$ cat src/rtl/dec_stage_if.sv
// Fetch/execute handshake bundle for the registered decode stage.
interface dec_stage_if #(
  parameter int XLEN     = 32,
  parameter int REG_ID_W = 5,
  parameter int PC_W     = 32
);
  logic                in_valid;
  logic                in_ready;
  logic [31:0]         in_inst;
  logic [PC_W-1:0]     in_pc;
  logic                flush;
  logic                out_valid;
  logic                out_ready;
  logic [PC_W-1:0]     out_pc;
  logic [REG_ID_W-1:0] out_rd;
  logic [REG_ID_W-1:0] out_rs1;
  logic [REG_ID_W-1:0] out_rs2;
  logic [XLEN-1:0]     out_imm;
  logic [3:0]          out_alu_op;
  logic [2:0]          out_funct3;
  logic [3:0]          out_type;
  logic                out_illegal;
  logic                halted;

  // Fetch/execute side: drives instructions and the accept strobe.
  modport master (
    output in_valid, in_inst, in_pc, flush, out_ready,
    input  in_ready, out_valid, out_pc, out_rd, out_rs1, out_rs2,
           out_imm, out_alu_op, out_funct3, out_type, out_illegal, halted
  );

  // Decode stage side.
  modport slave (
    input  in_valid, in_inst, in_pc, flush, out_ready,
    output in_ready, out_valid, out_pc, out_rd, out_rs1, out_rs2,
           out_imm, out_alu_op, out_funct3, out_type, out_illegal, halted
  );
endinterface

$ cat src/rtl/dec_stage.sv
// Registered RV32I/RV32E decode stage with a 2-entry skid buffer and a
// halt state that freezes the stage after EBREAK or an illegal instruction.
module dec_stage #(
  parameter int XLEN     = 32,
  parameter int REG_ID_W = 5,
  parameter int RV32E    = 0,
  parameter int PC_W     = 32
) (
  input logic       clock,
  input logic       reset,
  dec_stage_if.slave bus
);

  generate
    if (XLEN != 32) begin : g_xlen_check
      $error("dec_stage supports only XLEN=32");
    end
  endgenerate

  localparam logic [3:0] T_NONE   = 4'd0;
  localparam logic [3:0] T_REG    = 4'd1;
  localparam logic [3:0] T_IMM    = 4'd2;
  localparam logic [3:0] T_LUI    = 4'd3;
  localparam logic [3:0] T_AUIPC  = 4'd4;
  localparam logic [3:0] T_JAL    = 4'd5;
  localparam logic [3:0] T_JALR   = 4'd6;
  localparam logic [3:0] T_BRANCH = 4'd7;
  localparam logic [3:0] T_LOAD   = 4'd8;
  localparam logic [3:0] T_STORE  = 4'd9;
  localparam logic [3:0] T_ECALL  = 4'd10;
  localparam logic [3:0] T_EBREAK = 4'd11;

  typedef struct packed {
    logic [PC_W-1:0]     pc;
    logic [REG_ID_W-1:0] rd;
    logic [REG_ID_W-1:0] rs1;
    logic [REG_ID_W-1:0] rs2;
    logic [XLEN-1:0]     imm;
    logic [3:0]          alu_op;
    logic [2:0]          funct3;
    logic [3:0]          itype;
    logic                illegal;
  } entry_t;

  typedef enum logic [1:0] {EMPTY, ONE, TWO, HALTED} state_t;

  state_t state_q;
  entry_t main_q, skid_q, dec_d;
  logic   in_ready_q, out_valid_q, halted_q;
  logic   use_rd, use_rs1, use_rs2, ill;

  logic [31:0] inst;
  logic [6:0]  opcode, f7;
  logic [4:0]  f_rd, f_rs1, f_rs2;
  logic [2:0]  f3;

  assign inst   = bus.in_inst;
  assign opcode = inst[6:0];
  assign f_rd   = inst[11:7];
  assign f3     = inst[14:12];
  assign f_rs1  = inst[19:15];
  assign f_rs2  = inst[24:20];
  assign f7     = inst[31:25];

  // Decode the incoming word into a buffer entry; illegal words collapse to a bare marker.
  always_comb begin
    dec_d        = '0;
    dec_d.pc     = bus.in_pc;
    dec_d.funct3 = f3;
    ill          = (inst[1:0] != 2'b11);
    use_rd       = 1'b0;
    use_rs1      = 1'b0;
    use_rs2      = 1'b0;
    case (opcode)
      7'b0110011: begin
        dec_d.itype  = T_REG;
        dec_d.alu_op = {inst[30], f3};
        use_rd = 1'b1; use_rs1 = 1'b1; use_rs2 = 1'b1;
        if (f7 != 7'b0000000 && f7 != 7'b0100000) ill = 1'b1;
        if (f7 == 7'b0100000 && f3 != 3'b000 && f3 != 3'b101) ill = 1'b1;
      end
      7'b0010011: begin
        dec_d.itype  = T_IMM;
        dec_d.imm    = {{20{inst[31]}}, inst[31:20]};
        dec_d.alu_op = {inst[30] & (f3 == 3'b101), f3};
        use_rd = 1'b1; use_rs1 = 1'b1;
        if (f3 == 3'b001 && f7 != 7'b0000000) ill = 1'b1;
        if (f3 == 3'b101 && f7 != 7'b0000000 && f7 != 7'b0100000) ill = 1'b1;
      end
      7'b0110111: begin
        dec_d.itype = T_LUI;
        dec_d.imm   = {inst[31:12], 12'b0};
        use_rd = 1'b1;
      end
      7'b0010111: begin
        dec_d.itype = T_AUIPC;
        dec_d.imm   = {inst[31:12], 12'b0};
        use_rd = 1'b1;
      end
      7'b1101111: begin
        dec_d.itype = T_JAL;
        dec_d.imm   = {{11{inst[31]}}, inst[31], inst[19:12], inst[20], inst[30:21], 1'b0};
        use_rd = 1'b1;
      end
      7'b1100111: begin
        dec_d.itype = T_JALR;
        dec_d.imm   = {{20{inst[31]}}, inst[31:20]};
        use_rd = 1'b1; use_rs1 = 1'b1;
        if (f3 != 3'b000) ill = 1'b1;
      end
      7'b1100011: begin
        dec_d.itype = T_BRANCH;
        dec_d.imm   = {{19{inst[31]}}, inst[31], inst[7], inst[30:25], inst[11:8], 1'b0};
        use_rs1 = 1'b1; use_rs2 = 1'b1;
        if (f3 == 3'b010 || f3 == 3'b011) ill = 1'b1;
      end
      7'b0000011: begin
        dec_d.itype = T_LOAD;
        dec_d.imm   = {{20{inst[31]}}, inst[31:20]};
        use_rd = 1'b1; use_rs1 = 1'b1;
        if (f3 == 3'b011 || f3 == 3'b110 || f3 == 3'b111) ill = 1'b1;
      end
      7'b0100011: begin
        dec_d.itype = T_STORE;
        dec_d.imm   = {{20{inst[31]}}, inst[31:25], inst[11:7]};
        use_rs1 = 1'b1; use_rs2 = 1'b1;
        if (f3 >= 3'b011) ill = 1'b1;
      end
      7'b0001111: dec_d.itype = T_NONE;
      7'b1110011: begin
        if (inst == 32'h0000_0073)      dec_d.itype = T_ECALL;
        else if (inst == 32'h0010_0073) dec_d.itype = T_EBREAK;
        else                            ill = 1'b1;
      end
      default: ill = 1'b1;
    endcase
    dec_d.rd  = use_rd  ? REG_ID_W'(f_rd)  : '0;
    dec_d.rs1 = use_rs1 ? REG_ID_W'(f_rs1) : '0;
    dec_d.rs2 = use_rs2 ? REG_ID_W'(f_rs2) : '0;
    if (RV32E != 0 && ((use_rd && f_rd[4]) || (use_rs1 && f_rs1[4]) || (use_rs2 && f_rs2[4])))
      ill = 1'b1;
    if (ill) begin
      dec_d         = '0;
      dec_d.pc      = bus.in_pc;
      dec_d.illegal = 1'b1;
    end
  end

  logic accept, drain, halt_main;
  assign accept    = bus.in_valid & in_ready_q;
  assign drain     = out_valid_q & bus.out_ready;
  assign halt_main = (main_q.itype == T_EBREAK) | main_q.illegal;

  // Buffer/halt FSM: halting drains win over flush, flush wins over accept.
  always_ff @(posedge clock) begin
    if (reset) begin
      state_q     <= EMPTY;
      main_q      <= '0;
      skid_q      <= '0;
      in_ready_q  <= 1'b1;
      out_valid_q <= 1'b0;
      halted_q    <= 1'b0;
    end else begin
      case (state_q)
        EMPTY: begin
          if (accept && !bus.flush) begin
            main_q      <= dec_d;
            state_q     <= ONE;
            out_valid_q <= 1'b1;
          end
        end
        ONE: begin
          if (drain && halt_main) begin
            state_q     <= HALTED;
            in_ready_q  <= 1'b0;
            out_valid_q <= 1'b0;
            halted_q    <= 1'b1;
          end else if (bus.flush) begin
            state_q     <= EMPTY;
            out_valid_q <= 1'b0;
          end else if (accept && drain) begin
            main_q <= dec_d;
          end else if (accept) begin
            skid_q     <= dec_d;
            state_q    <= TWO;
            in_ready_q <= 1'b0;
          end else if (drain) begin
            state_q     <= EMPTY;
            out_valid_q <= 1'b0;
          end
        end
        TWO: begin
          if (drain && halt_main) begin
            state_q     <= HALTED;
            out_valid_q <= 1'b0;
            halted_q    <= 1'b1;
          end else if (bus.flush) begin
            state_q     <= EMPTY;
            in_ready_q  <= 1'b1;
            out_valid_q <= 1'b0;
          end else if (drain) begin
            main_q     <= skid_q;
            state_q    <= ONE;
            in_ready_q <= 1'b1;
          end
        end
        HALTED: begin
          state_q <= HALTED;
        end
        default: state_q <= EMPTY;
      endcase
    end
  end

  assign bus.in_ready    = in_ready_q;
  assign bus.out_valid   = out_valid_q;
  assign bus.halted      = halted_q;
  assign bus.out_pc      = main_q.pc;
  assign bus.out_rd      = main_q.rd;
  assign bus.out_rs1     = main_q.rs1;
  assign bus.out_rs2     = main_q.rs2;
  assign bus.out_imm     = main_q.imm;
  assign bus.out_alu_op  = main_q.alu_op;
  assign bus.out_funct3  = main_q.funct3;
  assign bus.out_type    = main_q.itype;
  assign bus.out_illegal = main_q.illegal;

endmodule
$ cat src/flat_wrapper.sv
// flat-port wrapper written by rule: the top's interface ports become plain ports
module dec_stage_flat 
#(
  parameter int XLEN     = 32,
  parameter int REG_ID_W = 5,
  parameter int RV32E    = 0,
  parameter int PC_W     = 32
)
  (clock, reset, bus_in_valid, bus_in_inst, bus_in_pc, bus_flush, bus_out_ready, bus_in_ready, bus_out_valid, bus_out_pc, bus_out_rd, bus_out_rs1, bus_out_rs2, bus_out_imm, bus_out_alu_op, bus_out_funct3, bus_out_type, bus_out_illegal, bus_halted);
  dec_stage_if #(.XLEN(XLEN), .REG_ID_W(REG_ID_W), .PC_W(PC_W)) bus_i ();
  input logic clock;
  input logic reset;
  input wire logic [$bits(bus_i.in_valid)-1:0] bus_in_valid;
  input wire logic [$bits(bus_i.in_inst)-1:0] bus_in_inst;
  input wire logic [$bits(bus_i.in_pc)-1:0] bus_in_pc;
  input wire logic [$bits(bus_i.flush)-1:0] bus_flush;
  input wire logic [$bits(bus_i.out_ready)-1:0] bus_out_ready;
  output wire logic [$bits(bus_i.in_ready)-1:0] bus_in_ready;
  output wire logic [$bits(bus_i.out_valid)-1:0] bus_out_valid;
  output wire logic [$bits(bus_i.out_pc)-1:0] bus_out_pc;
  output wire logic [$bits(bus_i.out_rd)-1:0] bus_out_rd;
  output wire logic [$bits(bus_i.out_rs1)-1:0] bus_out_rs1;
  output wire logic [$bits(bus_i.out_rs2)-1:0] bus_out_rs2;
  output wire logic [$bits(bus_i.out_imm)-1:0] bus_out_imm;
  output wire logic [$bits(bus_i.out_alu_op)-1:0] bus_out_alu_op;
  output wire logic [$bits(bus_i.out_funct3)-1:0] bus_out_funct3;
  output wire logic [$bits(bus_i.out_type)-1:0] bus_out_type;
  output wire logic [$bits(bus_i.out_illegal)-1:0] bus_out_illegal;
  output wire logic [$bits(bus_i.halted)-1:0] bus_halted;
  assign bus_i.in_valid = bus_in_valid;
  assign bus_i.in_inst = bus_in_inst;
  assign bus_i.in_pc = bus_in_pc;
  assign bus_i.flush = bus_flush;
  assign bus_i.out_ready = bus_out_ready;
  assign bus_in_ready = bus_i.in_ready;
  assign bus_out_valid = bus_i.out_valid;
  assign bus_out_pc = bus_i.out_pc;
  assign bus_out_rd = bus_i.out_rd;
  assign bus_out_rs1 = bus_i.out_rs1;
  assign bus_out_rs2 = bus_i.out_rs2;
  assign bus_out_imm = bus_i.out_imm;
  assign bus_out_alu_op = bus_i.out_alu_op;
  assign bus_out_funct3 = bus_i.out_funct3;
  assign bus_out_type = bus_i.out_type;
  assign bus_out_illegal = bus_i.out_illegal;
  assign bus_halted = bus_i.halted;
  dec_stage #(.XLEN(XLEN), .REG_ID_W(REG_ID_W), .RV32E(RV32E), .PC_W(PC_W)) u_core (.clock(clock), .reset(reset), .bus(bus_i));
endmodule
$ cat config.mk
export PLATFORM = sky130hd
export DESIGN_NAME = dec_stage_flat
export DESIGN_NICKNAME = d
export VERILOG_FILES = /design/src/rtl/dec_stage_if.sv /design/src/rtl/dec_stage.sv /design/src/flat_wrapper.sv
export SDC_FILE = /design/constraint.sdc
export NUM_CORES = 1
export LEC_CHECK = 0
export ABC_AREA = 0
export CORE_MARGIN = 3
export CORE_UTILIZATION = 38
export CTS_CLUSTER_SIZE = 10
export DETAILED_ROUTE_END_ITERATION = 12
export PLACE_DENSITY = 0.66
export SYNTH_ARGS = -nofsm -noshare
export SYNTH_HDL_FRONTEND = slang
export SYNTH_SLANG_ARGS = --single-unit
$ cat constraint.sdc
create_clock -name clock -period 2.84 [get_ports clock]
set_clock_uncertainty 0.05 [all_clocks]
set_input_delay 0.852 -clock clock [delete_from_list [all_inputs] [get_ports clock]]
set_output_delay 0.852 -clock clock [all_outputs]
set_load 0.005 [all_outputs]
Word level (Yosys, flattened, before mapping):

Index checks and enable logic that the tools add are counted.

* register bits: 187
* bits in latches: 0
* RAM bits: 0
* ROM bits: 0
* output and inout bits: 94
* memories: 0

* add/subtract/negate cells: 0
* $mul: 0
* div/mod/pow operators: 0
* $lt $le $gt $ge: 1
* eq/ne operators: 44
* shift-type cells: 0
* multiplexer cells: 58
* bitwise gates (word level): 7
* reductions and logical operators: 31

Operators by type and width (number)
* 2-to-1 mux 91 bit: 7
* case mux 91 bit (3 select lines): 1
* case mux 32 bit (5 select lines): 1
* 2-to-1 mux 59 bit: 1
* case mux 4 bit (10 select lines): 1
* equality test 32 x 21 -> 1 bit, second input constant: 1
* equality test 32 x 7 -> 1 bit, second input constant: 1
* equality test 7 x 6 -> 1 bit, second input constant: 4
* equality test 7 bit, second input constant: 4
* 2-to-1 mux 1 bit: 28
* 2-to-1 mux 2 bit: 9
* 2-to-1 mux 5 bit: 3
* equality test 7 x 5 -> 1 bit, second input constant: 2
* inequality test 3 x 2 -> 1 bit, second input constant: 4
* AND reduction 6 bit: 2
* inequality test 2 bit, second input constant: 5
* equality test 3 bit, second input constant: 3
* logical AND 1 bit: 9
* 2-to-1 mux 4 bit: 2
* inequality test 4 x 2 -> 1 bit, second input constant: 2
* case mux 1 bit (8 select lines): 1
* case mux 2 bit (4 select lines): 1
* case mux 4 bit (2 select lines): 1
* AND reduction 8 bit: 1
* 34 further kinds: 47

Depth between registers and ports, before layout:

Gate-level depths: netlist of run 1.

* depth in word-level cells: 10
* depth in mapped cells: 11
* depth with buffers taken out: 8

Worst setup path before layout of run 1:

Ideal clock, no wire load.

* path type: input to register
* from: input port bus_in_inst[3]
* to: register u_core.main_q (netlist bit u_core.bus.out_illegal)
* setup time: 0.116 ns
* data arrival time: 2.388 ns
* data required time: 2.674 ns
* path slack: 0.286 ns
* stages: 8
* path buffers: 2
* cells stage by stage: buf_6 > or3b_4 > a21boi_0 > o211ai_1 > and4_1 > buf_6 > nand3_2 > a31o_2

* cells in the longest elaborated chain, start to end: 9
* elaborated cells between the ends (all ways): 23
* those cells by class: eq/ne (13); mux (9); reduce/logical (1)

RTL lines
* from (decl): RTL line flat_wrapper.sv:14 `input wire logic [$bits(bus_i.in_inst)-1:0] bus_in_inst;`
* equality test 32 x 21 -> 1 bit: RTL line dec_stage.sv:132 `else if (inst == 32'h0010_0073) dec_d.itype = T_EBREAK;`
* 2-to-1 mux 1 bit: RTL line dec_stage.sv:132
* 2-to-1 mux 1 bit: RTL line dec_stage.sv:131 `if (inst == 32'h0000_0073) dec_d.itype = T_ECALL;`
* case mux 1 bit (8 select lines) *: RTL line dec_stage.sv:74 `case (opcode)`
* 2-to-1 mux 59 bit *: RTL line dec_stage.sv:142 `if (ill) begin`
* 2-to-1 mux 91 bit: RTL line dec_stage.sv:181 `end else if (accept && drain) begin`
* 2-to-1 mux 91 bit: RTL line dec_stage.sv:178 `end else if (bus.flush) begin`
* 2-to-1 mux 91 bit: RTL line dec_stage.sv:173 `if (drain && halt_main) begin`
* case mux 91 bit (3 select lines) *: RTL line dec_stage.sv:164 `case (state_q)`
* to (signal assigned): RTL line dec_stage.sv:202 `main_q <= skid_q;`
* to (decl): RTL line dec_stage.sv:48 `entry_t main_q, skid_q, dec_d;`

Every way passes the cells marked *; elsewhere a longest branch is shown, timed or not. The select of a mux whose other input is x is not followed.
A chain may end at the register's enable or synchronous reset.

Worst setup path after layout of run 1:

* from: input port bus_in_inst[22]
* to: register u_core.main_q (netlist bit u_core.bus.out_rd[3])

* cells in the longest elaborated chain, start to end: 9
* elaborated cells between the ends (all ways): 11
* those cells by class: eq/ne (2); mux (9)

RTL lines (RTL line)
* equality test 32 x 21 -> 1 bit: dec_stage.sv:132
* 2-to-1 mux 1 bit: dec_stage.sv:132
* 2-to-1 mux 1 bit *: dec_stage.sv:131
* case mux 1 bit (8 select lines) *: dec_stage.sv:74
* 2-to-1 mux 59 bit *: dec_stage.sv:142
* 2-to-1 mux 91 bit: dec_stage.sv:181
* 2-to-1 mux 91 bit: dec_stage.sv:178
* 2-to-1 mux 91 bit: dec_stage.sv:173
* case mux 91 bit (3 select lines) *: dec_stage.sv:164

Marks and branches as above.

==> results of run 1 <==
worst min path at each step:
stage,endpoint,slack [ns],depth (start not counted)
2_1_floorplan,u_core.skid_q[2],0.37,2
3_5_place_dp,u_core.skid_q[51],0.38,2
3_3_place_gp,u_core.skid_q[2],0.38,2
5_1_grt,u_core.skid_q[49],0.42,2
6_report,u_core.skid_q[26],0.40,2
4_1_cts,u_core.skid_q[2],0.40,2
kinds of logic (layout without fill, tap and decap cells):
group | count (synthesis) | after routing | share of synthesized area
simple gates | 415 | 415 | 0.215
compound gates | 324 | 324 | 0.248
flops | 187 | 187 | 0.420
buf+inv | 116 | 341 | 0.0670
mux | 35 | 35 | 0.0394
fa+ha+maj | 6 | 6 | 0.00828
xor+xnor | 2 | 2 | 0.00197
flip-flops by register name, summed over array words and instances (netlist names), 2 cells and up:
signal	flops
u_core.skid_q	91
u_core.bus.out_imm	32
u_core.bus.out_pc	32
u_core.bus.out_rd	5
u_core.bus.out_rs1	5
u_core.bus.out_rs2	5
u_core.bus.out_alu_op	4
u_core.bus.out_type	4
u_core.bus.out_funct3	3
u_core.state_q	2
layout make-up:
cell class / instances / area (um2) / area share
Clock inverter: 14 / 159 / 0.0130
Multi-Input combinational cell: 782 / 4640 / 0.380
Inverter: 16 / 60.1 / 0.00491
Clock buffer: 17 / 425 / 0.0348
Tap cell: 313 / 392 / 0.0320
Sequential cell: 187 / 3740 / 0.306
Timing Repair Buffer: 294 / 2810 / 0.230
worst reg2reg max path: stages, from the launching register on:
cell,delay [ns]
dfxtp_1,0.42
inv_1,0.12
ha_1,0.29
or2_1,0.29
o21bai_1,0.23
a221oi_4,0.35
buf_12,0.23
nor2_1,0.09
or3_1,0.30
o21ai_0,0.13
cell usage after synthesis (3+ instances only):
cell type	number	share of area
nand2_1	172	0.072
or2_2	3	0.0021
o21ai_1	10	0.0056
clkbuf_1	52	0.022
a22oi_1	4	0.0034
nor4_1	3	0.0021
nand4b_1	5	0.0049
a32oi_1	12	0.012
a21o_1	11	0.0093
buf_4	8	0.0067
nand3_1	34	0.019
or3_1	5	0.0035
dfxtp_1	187	0.42
o31ai_1	10	0.0084
inv_1	16	0.0067
a211o_1	5	0.0049
a31oi_1	3	0.0021
a211oi_1	76	0.064
nand4_1	21	0.015
ha_1	5	0.0070
and4_1	6	0.0059
o21bai_1	6	0.0051
nor3_1	7	0.0039
o211ai_1	3	0.0025
nand2b_1	6	0.0042
buf_2	27	0.015
mux2i_1	34	0.038
o21ai_0	14	0.0079
and3_1	15	0.011
buf_6	10	0.013
o21ai_2	40	0.039
nor2_1	116	0.049
a21oi_1	109	0.061
power groups by stage:
stage               Combinational, uW  Clock, uW  Sequential, uW
floorplan                        1040          0            3190
global placement                 2240          0            3220
detailed placement               2260          0            3220
CTS                              2270       2440            3160
global route                     2490       2550            3200
finish                           2270       2390            3160
timing repair:
action                                  in CTS  in global routing
endpoints found under the setup margin      22                108
pin swaps                                    1                  6
gates resized for setup                      2                 12
per-stage QoR:
stage | hold WS [ns] | util | area [um2] | total power (uW) | worst slack, ns
final | 0.396 | 0.536 | 12200 | 7810 | 0.0655
after detailed placement | 0.384 | 0.508 | 11600 | 5480 | -0.525
after global routing | 0.419 | 0.536 | 12200 | 8230 | -0.0243
after floorplan | 0.366 | - | 8910 | 4230 | 0.286
after global placement | 0.375 | 0.508 | 11600 | 5450 | -0.456
after CTS | 0.398 | 0.534 | 12200 | 7880 | 0.00948
layer usage:
layer,vias to the layer above,wire [um]
li1,4303,-
met1,4019,12900
met2,235,12600
met3,37,1280
met4,0,601
met5,-,0
==> metrics.csv, run 1 <==
stage,metric,value,unit
die,die-area,25300,um2
setup_path,ff2ff_path_depth,9,
layout,final_cell_mix,"187 x dfxtp_1, 172 x nand2_1, 156 x clkdlybuf4s50_1, 117 x buf_4, 114 x nor2_1",
global_route,grt_max_degree,77,
power,seqPwrFrac,0.404,
power,power_switching,2410,uW
clocking,cts_setup_buffers,0,
power,clockPowerShare,0.305,
logic_synthesis,syn_nets,1159,
detailed_routing,drt_iter0_drc,652,
detailed_routing,drt-vias-per-instance,5.30,
worst_hold_path,worstHoldStart,u_core.skid_q[26],
placed_design,place_inst,1592,
setup_path,path_cells,"clkdlybuf4s50_1, or4_4, o31ai_2, and4_4, nand3_2, buf_12, o31ai_1",
logic_synthesis,synth-main-ff-cell,dfxtp_1,
clocking,clockBufferDepth,2,
setup_path,crit_start,bus_in_inst[22],
timing,final.setup.tns,0,ns
setup_path,crit_path_max_fanout,10,
timing,max_freq,0.360,GHz
logic_synthesis,synthArstFlopShare,0,
layout,diodes,0,
worst_hold_path,hold_class,reg -> reg,
clocking,clockRootBuffer,clkbuf_16,
clocking,ctsHtreeMaxLevel,4,
setup_path,cp-endpoint,u_core.bus.out_rd[3],
setup_path,required,3.13,ns
global_route,busiest_layer,met2,
clocking,cts_buffers,17,
setup_path,cp_num_buf_inv,2,
die,num_rows,55,
layout,fillers,2215,
setup_path,rr_endpoint,u_core.bus.out_imm[5],
setup_path,arrival,3.06,ns
layout,fin_nets,1372,
timing,post-route-period-util,0.977,
power,power_frac_comb,0.290,
timing,slew_headroom,0.469,
detailed_routing,vias,8594,
timing,tightest_slew,0.796,ns
power,p_leak,0.00448,uW
timing,slew_violations,0,
logic_synthesis,synth_seq_cells,187,
power,power_density,638,nW/um2
global_route,track_usage,0.212,
die,core-area,22800,um2
run_status,status,"finished, final reports clean",
logic_synthesis,synth_edf_count,0,
placed_design,post-dp-hpwl,19500,um
clocking,cts_tree,done,
timing,final-setup-viol-count,0,
detailed_routing,wl_per_cell,16.9,um
timing,fin_crit,2.77,ns
global_route,met1_usage,0.300,
logic_synthesis,synthCells,1085,
clocking,clk_pin_slew,0.08,ns
setup_path,cpPeakStageDelay,0.56,ns
setup_path,crit_cells,7,
global_route,grtUsageMet3,0.0299,
layout,layout.cells.most_common,dfxtp_1,
setup_path,rr_startpoint,u_core.state_q[1],
setup_path,cp_top_family,simple AND/OR/NAND/NOR gates,
clocking,ctsHoldBuffers,0,
global_route,grt_pass1_wl,43800,um
placed_design,io_buffers,162,
logic_synthesis,ys_seq_area_frac,0.420,
global_route,grtUsageMet2,0.334,
power,p_int,5400,uW
layout,drive_above_1_share,0.177,
die,die_h,159,um
logic_synthesis,syn_avg_cell_area,8.21,um2
placed_design,gp_congestion,0.931,
run,max-cap-violations,0,
clocking,numClockSinks,187,
global_route,grt_overflow,0,
detailed_routing,wl,27400,um
setup_path,reg2reg_slack,0.29,ns
power,swShare,0.309,
power,irDropWorstVdd,0.390,mV
die,die_x,159,um
setup_path,cp-start-kind,input port,
setup_path,crit_slowest_cell,or4_4,
setup_path,crit_type,in -> reg,
detailed_routing,drc,0,
detailed_routing,ant_nets,0,
logic_synthesis,netlist_area,8910,um2
die,ios,163,
global_route,grt_pass1_vias,7964,
detailed_routing,first_pass_iters,5,
logic_synthesis,yosys_warnings,0,
die,floorplan.initialDensity,0.390,
clocking,clkLatencyLatePin,0.43,ns
layout,area.growth.synth_to_final,37.3,%
layout,fin_cells,1623,
timing,hold_viol_final,0,
global_route,antenna_found_initial,0,
setup_path,cp-end-kind,flop,
logic_synthesis,ys_types,76,
(Power assumes the default switching activity.)
==> run 2, diff against run 1 <==
--- a/config.mk
+++ b/config.mk
@@ -10,6 +10,7 @@
 export CORE_UTILIZATION = 38
 export CTS_CLUSTER_SIZE = 10
 export DETAILED_ROUTE_END_ITERATION = 12
+export GPL_TIMING_DRIVEN = 0
 export PLACE_DENSITY = 0.66
 export SYNTH_ARGS = -nofsm -noshare
 export SYNTH_HDL_FRONTEND = slang
==> metrics.csv, run 2 (same netlist as run 1, synthesis figures left out) <==
stage,metric,value,unit
placed_design,io_buffers,156,
placed_design,pre_cts_slack,-0.822,ns
layout,fin_nets,1346,
setup_path,cp_num_buf_inv,4,
setup_path,required,3.12,ns
timing,slew_headroom,0.401,
worst_hold_path,worstHoldStart,u_core.skid_q[2],
run_status,status,"finished, final reports clean",
detailed_routing,wl_per_cell,19.3,um
clocking,cts_tree,done,
die,die-area,25300,um2
die,num_rows,55,
die,floorplan.initialDensity,0.390,
placed_design,gp_congestion,0.960,
detailed_routing,drc,0,
setup_path,ff2ff_path_depth,7,
timing,hold_viol_final,0,
worst_hold_path,hold_class,reg -> reg,
power,total_power,7710,uW
timing,fin_crit,2.75,ns
layout,fillers,2295,
timing,max_freq,0.363,GHz
power,p_leak,0.00425,uW
layout,final_cell_mix,"187 x dfxtp_1, 170 x nand2_1, 135 x clkdlybuf4s50_1, 114 x nor2_1, 107 x a21oi_1",
die,die_h,159,um
setup_path,path_cells,"clkdlybuf4s50_1, and3b_2, o21bai_1, a221oi_2, buf_4, buf_4, clkbuf_4, nor3_1, a31o_2",
global_route,grt_max_degree,20,
setup_path,rr_endpoint,u_core.bus.out_alu_op[3],
layout,largest_reg_flops,91,
setup_path,cp_top_family,buffers and inverters,
setup_path,crit_slowest_cell,clkdlybuf4s50_1,
layout,fin_cells,1597,
setup_path,cp-start-kind,input port,
detailed_routing,vias,8881,
global_route,antenna_found_initial,0,
layout,largest_register,u_core.skid_q,
setup_path,crit_path_max_fanout,10,
layout,area.growth.synth_to_final,32.3,%
clocking,clkLatencyLatePin,0.44,ns
global_route,grt_overflow,0,
layout,diodes,0,
layout,post-route-util,0.516,
setup_path,cp-end-kind,flop,
global_route,grt_pass1_wl,47400,um
timing,slew_violations,0,
setup_path,cpPeakStageDelay,0.48,ns
timing,holdWs,0.399,ns
clocking,ctsHtreeMaxLevel,4,
clocking,cts_buffers,17,
timing,final.setup.worst_slack,0.0882,ns
timing,post-route-period-util,0.969,
die,ios,163,
setup_path,reg2reg_slack,0.17,ns
worst_hold_path,worstHoldEndpoint,u_core.skid_q[2],
layout,layout.cells.most_common,dfxtp_1,
detailed_routing,drt_iter0_drc,804,
placed_design,place_inst,1554,
detailed_routing,wl,30800,um
setup_path,rr_startpoint,u_core.state_q[0],
detailed_routing,first_pass_iters,6,
timing,final-setup-viol-count,0,
global_route,track_usage,0.236,
clocking,clockBufferDepth,2,
layout,drive_above_1_share,0.140,
detailed_routing,drt-vias-per-instance,5.56,
run,max-cap-violations,0,
setup_path,crit_type,in -> reg,
power,power_density,654,nW/um2
clocking,clk_pin_slew,0.08,ns
detailed_routing,ant_nets,0,
worst_hold_path,worstHoldPathCells,2,
die,die_x,159,um
clocking,clockRootBuffer,clkbuf_16,
setup_path,cp_common_cell,buf_4,
placed_design,post-dp-hpwl,22600,um
power,irDropWorstVdd,0.371,mV
global_route,grt_pass1_vias,8162,
setup_path,arrival,3.03,ns
timing,tightest_slew,0.891,ns
die,core-area,22800,um2
clocking,numClockSinks,187,
-- run 2: cell types whose count changed in the layout (fill, tap and decap cells not counted), moves of 3 or more --
cell	delta
dlymetal6s2s_1	+7
clkbuf_1	+41
buf_2	+17
clkbuf_4	+5
buf_4	-94
dlygate4sd2_1	+9
buf_12	-13
buf_6	+7
buf_8	+5
inv_6	-3
clkbuf_2	+10
clkdlybuf4s50_1	-21
-- run 2: stage by stage --
step | instance area [um2] | TNS [ns]
after floorplan | 8910 | 0
after global placement | 10900 | -99.04
after detailed placement | 10900 | -92.95
after CTS | 11600 | 0
after global routing | 11800 | -0.0136
final | 11800 | 0
-- run 2: routing by layer --
layer | up-vias | share of wire | global-route usage | wire length, um
li1 | 4252 | - | - | -
met5 | - | 0 | 0 | 0
met4 | 0 | 0.023 | 0.0680 | 709
met3 | 47 | 0.068 | 0.0473 | 2090
met1 | 4246 | 0.45 | 0.331 | 13900
met2 | 336 | 0.46 | 0.367 | 14100
-- run 2: area by class of cell --
cell class | instances | area (um2) | area share
clock inverters | 14 | 151 | 0.0128
well taps | 313 | 392 | 0.0332
inverters | 16 | 60.1 | 0.00509
multi-input cells | 782 | 4700 | 0.399
repair buffers | 170 | 1710 | 0.145
plain buffers | 98 | 606 | 0.0514
clock buffers | 17 | 425 | 0.0361
flip-flops and latches | 187 | 3740 | 0.317
-- run 2: how the worst max path moves through the flow --
stage / endpoint / startpoint / depth (start not counted) / slack, ns
global route: u_core.bus.out_alu_op[0] / bus_out_ready / 9 / -0.009
floorplan: u_core.bus.out_illegal / bus_in_inst[3] / 8 / 0.29
detailed placement: u_core.skid_q[16] / bus_flush / 9 / -0.82
CTS: u_core.bus.out_imm[20] / bus_in_inst[7] / 10 / 0.002
global placement: u_core.skid_q[16] / bus_flush / 9 / -0.88
finish: u_core.bus.out_illegal / bus_flush / 9 / 0.09
-- run 2: where the power goes --
part	switching, uW	internal, uW	total, uW	leakage (uW)
registers	200	2950	3150	0.00152
logic	1130	1070	2200	0.00245
clock network	1190	1170	2360	0.000273
total	2520	5190	7710	0.00425
-- run 2: tightest hold or removal path: stages, from the launching register on --
cell and delay (ns):
dfxtp_1 0.31, nand2_1 0.05, nand2_1 0.04
-- run 2: repair_timing --
item                       4_1_cts  5_1_grt
hold buffers                     0        0
resized for setup               41       42
gates cloned                     2        0
buffers inserted                 6        6
setup endpoints to repair      122      150
pin swaps                        4        7
